## src/rtl/minmax_tracker.sv

```systemverilog
`timescale 1ns/1ps
`default_nettype none
// ============================================================================
//  Module      : minmax_tracker
//  Description : Streaming min/max tracker for framed sample segments.
//                Records running minimum/maximum, their sample positions and
//                a saturating segment length. Finished results sit in a
//                valid/ready output register while the next segment
//                accumulates.
//  Revision    : 1.0 - initial release
// ============================================================================
module minmax_tracker #(
   parameter int DATA_W   = 8,
   parameter int IDX_W    = 11,
   parameter bit TIE_LAST = 1'b0
) (
   input  logic              module_clk,
   input  logic              module_rst_n,
   input  logic              din_val,
   input  logic              din_sof,
   input  logic              din_eof,
   input  logic [DATA_W-1:0] din_data,
   output logic              dout_val,
   input  logic              dout_rdy,
   output logic [DATA_W-1:0] dout_min,
   output logic [DATA_W-1:0] dout_max,
   output logic [IDX_W-1:0]  dout_min_idx,
   output logic [IDX_W-1:0]  dout_max_idx,
   output logic [IDX_W-1:0]  dout_cnt,
   output logic              err_drop,
   output logic              err_sof
);

   // Count saturates here; indices saturate with it since idx = current count.
   localparam logic [IDX_W-1:0] C_CNT_MAX = {IDX_W{1'b1}};
   localparam logic [IDX_W-1:0] C_CNT_ONE = {{(IDX_W-1){1'b0}}, 1'b1};

   typedef enum logic [0:0] {
      ST_IDLE = 1'b0,
      ST_ACC  = 1'b1
   } state_t;

   state_t             r_state;

   // Running accumulator for the segment in progress
   logic [DATA_W-1:0]  r_acc_min;
   logic [DATA_W-1:0]  r_acc_max;
   logic [IDX_W-1:0]   r_acc_min_idx;
   logic [IDX_W-1:0]   r_acc_max_idx;
   logic [IDX_W-1:0]   r_acc_cnt;

   // Output holding register
   logic               r_dout_val;
   logic [DATA_W-1:0]  r_dout_min;
   logic [DATA_W-1:0]  r_dout_max;
   logic [IDX_W-1:0]   r_dout_min_idx;
   logic [IDX_W-1:0]   r_dout_max_idx;
   logic [IDX_W-1:0]   r_dout_cnt;
   logic               r_err_drop;
   logic               r_err_sof;

   // Per-sample control decode
   logic               w_in_acc;
   logic               w_start;
   logic               w_cont;
   logic               w_done;
   logic               w_abort;
   logic               w_min_upd;
   logic               w_max_upd;
   logic [IDX_W-1:0]   w_cnt_inc;
   logic               w_out_busy;
   logic               w_load;
   logic               w_drop;

   // Accumulator values including the current sample (combined view)
   logic [DATA_W-1:0]  w_nxt_min;
   logic [DATA_W-1:0]  w_nxt_max;
   logic [IDX_W-1:0]   w_nxt_min_idx;
   logic [IDX_W-1:0]   w_nxt_max_idx;
   logic [IDX_W-1:0]   w_nxt_cnt;

   assign w_in_acc  = (r_state == ST_ACC);
   // A sof always (re)starts a segment, from IDLE or in the middle of one.
   assign w_start   = din_val & din_sof;
   assign w_cont    = din_val & ~din_sof & w_in_acc;
   // eof only completes a segment that actually exists (or starts now).
   assign w_done    = din_val & din_eof & (din_sof | w_in_acc);
   assign w_abort   = w_start & w_in_acc;
   assign w_cnt_inc = (r_acc_cnt == C_CNT_MAX) ? r_acc_cnt : (r_acc_cnt + C_CNT_ONE);

   // Tie rule picks strict or non-strict comparison; unsigned throughout.
   generate
      if (TIE_LAST) begin : g_tie_last
         assign w_min_upd = (din_data <= r_acc_min);
         assign w_max_upd = (din_data >= r_acc_max);
      end else begin : g_tie_first
         assign w_min_upd = (din_data < r_acc_min);
         assign w_max_upd = (din_data > r_acc_max);
      end
   endgenerate

   // Combine the current sample into the running accumulator values
   always_comb begin
      w_nxt_min     = r_acc_min;
      w_nxt_max     = r_acc_max;
      w_nxt_min_idx = r_acc_min_idx;
      w_nxt_max_idx = r_acc_max_idx;
      w_nxt_cnt     = r_acc_cnt;
      if (w_start) begin
         w_nxt_min     = din_data;
         w_nxt_max     = din_data;
         w_nxt_min_idx = '0;
         w_nxt_max_idx = '0;
         w_nxt_cnt     = C_CNT_ONE;
      end else if (w_cont) begin
         // The new sample's index is the count before it (already saturated).
         if (w_min_upd) begin
            w_nxt_min     = din_data;
            w_nxt_min_idx = r_acc_cnt;
         end
         if (w_max_upd) begin
            w_nxt_max     = din_data;
            w_nxt_max_idx = r_acc_cnt;
         end
         w_nxt_cnt = w_cnt_inc;
      end
   end

   // Output register is blocked only if it holds a result not taken this cycle.
   assign w_out_busy = r_dout_val & ~dout_rdy;
   assign w_load     = w_done & ~w_out_busy;
   assign w_drop     = w_done & w_out_busy;

   // Accumulator FSM: IDLE waits for sof, ACC folds samples in until eof
   always_ff @(posedge module_clk or negedge module_rst_n) begin
      if (!module_rst_n) begin
         r_state       <= ST_IDLE;
         r_acc_min     <= '0;
         r_acc_max     <= '0;
         r_acc_min_idx <= '0;
         r_acc_max_idx <= '0;
         r_acc_cnt     <= '0;
      end else begin
         r_acc_min     <= w_nxt_min;
         r_acc_max     <= w_nxt_max;
         r_acc_min_idx <= w_nxt_min_idx;
         r_acc_max_idx <= w_nxt_max_idx;
         r_acc_cnt     <= w_nxt_cnt;
         case (r_state)
            ST_IDLE: begin
               if (w_start && !w_done) begin
                  r_state <= ST_ACC;
               end
            end
            ST_ACC: begin
               if (w_done) begin
                  r_state <= ST_IDLE;
               end
            end
            default: r_state <= ST_IDLE;
         endcase
      end
   end

   // Output holding register with valid/ready handshake and error pulses
   always_ff @(posedge module_clk or negedge module_rst_n) begin
      if (!module_rst_n) begin
         r_dout_val     <= 1'b0;
         r_dout_min     <= '0;
         r_dout_max     <= '0;
         r_dout_min_idx <= '0;
         r_dout_max_idx <= '0;
         r_dout_cnt     <= '0;
         r_err_drop     <= 1'b0;
         r_err_sof      <= 1'b0;
      end else begin
         r_err_drop <= w_drop;
         r_err_sof  <= w_abort;
         if (w_load) begin
            // A load in the acceptance cycle keeps valid high with new data.
            r_dout_val     <= 1'b1;
            r_dout_min     <= w_nxt_min;
            r_dout_max     <= w_nxt_max;
            r_dout_min_idx <= w_nxt_min_idx;
            r_dout_max_idx <= w_nxt_max_idx;
            r_dout_cnt     <= w_nxt_cnt;
         end else if (r_dout_val && dout_rdy) begin
            r_dout_val <= 1'b0;
         end
      end
   end

   assign dout_val     = r_dout_val;
   assign dout_min     = r_dout_min;
   assign dout_max     = r_dout_max;
   assign dout_min_idx = r_dout_min_idx;
   assign dout_max_idx = r_dout_max_idx;
   assign dout_cnt     = r_dout_cnt;
   assign err_drop     = r_err_drop;
   assign err_sof      = r_err_sof;

endmodule
`default_nettype wire

```

## config.mk

```make
export PLATFORM = sky130hd
export DESIGN_NAME = minmax_tracker
export DESIGN_NICKNAME = d
export VERILOG_FILES = /design/src/rtl/minmax_tracker.sv
export SDC_FILE = /design/constraint.sdc
export NUM_CORES = 1
export LEC_CHECK = 0
export CAP_MARGIN = 20
export CORE_MARGIN = 4
export CORE_UTILIZATION = 55
export DETAILED_ROUTE_END_ITERATION = 8
export PLACE_DENSITY = 0.89
export SLEW_MARGIN = 20
export SYNTH_ARGS = -nofsm -noshare
export SYNTH_HDL_FRONTEND = slang
export SYNTH_SLANG_ARGS = --single-unit
```

## constraint.sdc

```tcl
create_clock -name module_clk -period 5.4 [get_ports module_clk]
set_clock_uncertainty 0.2 [all_clocks]
set_input_delay 0.81 -clock module_clk [delete_from_list [all_inputs] [get_ports module_clk]]
set_output_delay 0.81 -clock module_clk [all_outputs]
set_load 0.01 [all_outputs]
```

==> impl_results.md <==
- Crit Path Max Fanout: 23
- Crit path DAT: 3700 ps
- Post-Route M1 WL: 5040 um
- Min Hold Slack: 192 ps
- Critical Path Start Type: input pin
- Share of layout cells above drive strength 1: 0.105
- Yosys Warn Count: 0
- Unique masters post-synth: 45
- Most frequent cell after synthesis: dfrtp_1
- Fin crit share: 0.676
- Post-synth ARST share: 1.00
- Drt first-iter violations: 363
- Clk buf depth: 2
- Max Clk Rate: 0.274 GHz
- # Post-CTS Setup Buffers: 0
- Resize count post-CTS: 0
- # IOs: 66
- Clock Sinks: 102
- Number of synthesized flops with an enable pin: 0
- WL met3: 934 um
- Chip Height: 101 um
- Pleak: 2.65 nW
- Starting Density: 0.575
- Die X: 101 um
- Setup Viol. Count Final: 0
- Met2 wire length: 5720 um
- Mapped Nets: 488
- Initial antenna violation count: 0
- Layout fillers: 591
- Crit. End Element: register
- Run status: completed
- Worst Tran Pin Value: 957 ps
- Post-Synthesis Cell Area: 0.00480 mm^2
- Routed WL per cell: 19.3 um
- Clk_lat worst skew: 370 ps
- FF+latch count, synth: 102
- GPL Wtd Cong: 0.936
- Sequential area share after synthesis: 0.532
- Drt drc: 0
- Area Growth Syn to Fin: 19.5%
- 1st-pass router iterations: 5
- Maxcap violations: 0
- TritonCTS clock tree: yes
- GR Util All Layers: 0.237
- Vias in the first global route: 3888
- Gr ovfl total: 0
- Synth cell count leaders: dfrtp_1, nand2_1, a21oi_1, nor2_1
- DP Wirelength: 7820 um
- Antenna cells: 0
- Top_reg_cell synth: dfrtp_1
- First-pass GRT wire length: 19400 um
- Worst R2R Start: r_acc_max[5]
- Power Dens Cells: 323 mW/mm^2
- RSZ-0062 raised after global routing: no
- Full die area: 0.0103 mm^2
- Port Buffers: 65
- Setup TNS: 0 ps
- WL final: 11900 um
- Via count: 3914
- Core area: 0.00834 mm^2
- FF-to-FF setup slack: 2290 ps
- Maximum vdd drop: 0.000224 V
- CTS buffer count: 9
- HP Class: input pin to asynchronous set/reset pin
- CTS hold repair buffers: 0
- Largest net degree at the start of global routing: 65
- Syn avg cell area: 10.5 um^2
- Max-slew headroom: 0.359
- Number of nets still failing antenna checks after routing: 0
- Req. time, crit path: 5450 ps
- Final hold violation count: 0
- Pins Over Slew Limit: 0
- Share of the synthesized area in the top cell type: 0.532
- R2r endpoint: r_acc_max[7]
- # H-tree levels: 3
- # rows: 33
- R2r worst-path depth: 7
- Vias per inst: 6.34
- Crit Path Category: input pin to register
- Top post-synthesis cells by area: dfrtp_1, mux2_2, ha_1
- DR top layer: met4
- Reg clk slew, reported paths: 100 ps
- Final Critical Period: 3650 ps
- Leading area contributor after synthesis: dfrtp_1
- Syn Inst Count: 458
- Root Buffer: clkbuf_8
- Fin nets: 537
## metrics by stage
| step | setup slack, ps | std cells | instance area (um^2) | utilization | power (mW) |
|---|---|---|---|---|---|
| 3_5_place_dp | 1440 | 600 | 5480 | 0.657 | 1.30 |
| 3_3_place_gp | 1440 | 600 | 5480 | 0.657 | 1.28 |
| 6_report | 1750 | 617 | 5740 | 0.688 | 1.85 |
| 2_1_floorplan | 2610 | 458 | 4800 | - | 1.11 |
| 5_1_grt | 1670 | 617 | 5740 | 0.688 | 1.94 |
| 4_1_cts | 1790 | 616 | 5720 | 0.685 | 1.85 |
## cells in the final DEF, fill, tap and decap left out, types with 14 or more instances in the layout
cell type / n
clkdlybuf4s50_1: 64
o21ai_0: 25
and3_1: 18
a221o_1: 19
nor3_1: 14
nand3_1: 25
a21oi_1: 29
ha_1: 16
nand2_1: 49
inv_1: 15
nor2_1: 26
dfrtp_1: 102
mux2_2: 20
## routing by layer
layer,global-route usage,vias to the layer above
met5,0,-
met4,0.0665,0
met3,0.0496,26
met2,0.372,193
met1,0.337,1948
li1,-,1747
## worst max path at each step
stage,start,endpoint,cells after the start
floorplan,din_data[7],r_acc_max[5],8
global placement,din_data[1],dout_min[0],6
detailed placement,din_data[1],dout_min[5],6
CTS,din_data[1],dout_min[0],6
global route,din_data[5],r_acc_max[7],7
finish,din_data[5],r_acc_max[7],7
## registers in the layout (all words and copies together) (netlist names)
signal / count
r_state: 1
dout_max_idx: 11
dout_max: 8
r_acc_min_idx: 11
r_acc_max_idx: 11
r_acc_min: 8
dout_cnt: 11
dout_min_idx: 11
r_acc_max: 8
err_sof: 1
err_drop: 1
dout_val: 1
dout_min: 8
r_acc_cnt: 11
## worst max-delay path: stages
cell and delay (ps):
clkdlybuf4s50_1 520, ha_1 400, nand4_1 120, or2_1 260, and3_1 440, nor3_4 720, mux2_2 420
## layout make-up
class	instances	area (um^2)	share of cell area
sequential	102	2550	0.445
multi-input combinational	308	2060	0.360
timing repair buffer	71	697	0.122
tap	105	131	0.0229
clock buffer	9	124	0.0216
clock inverter	7	111	0.0194
inverter	15	56.3	0.00982
## power breakdown
group | switching [mW] | total (mW) | internal (mW)
logic | 0.194 | 0.388 | 0.194
clock network | 0.285 | 0.558 | 0.273
registers | 0.0643 | 0.909 | 0.845
total | 0.543 | 1.85 | 1.31
## logic make-up (layout without fill, tap and decap cells)
family                     count (synthesis)  in the layout  synth area share
and+or+nand+nor                          155            155             0.157
DFF                                      102            102             0.532
AOI/OAI and AO/OA                        100            100             0.142
buffers and inverters                     48            102            0.0430
muxes                                     33             33            0.0761
adders and majority gates                 16             16            0.0417
xor gates and xnor gates                   4              4           0.00730
(Power assumes the default switching activity.)
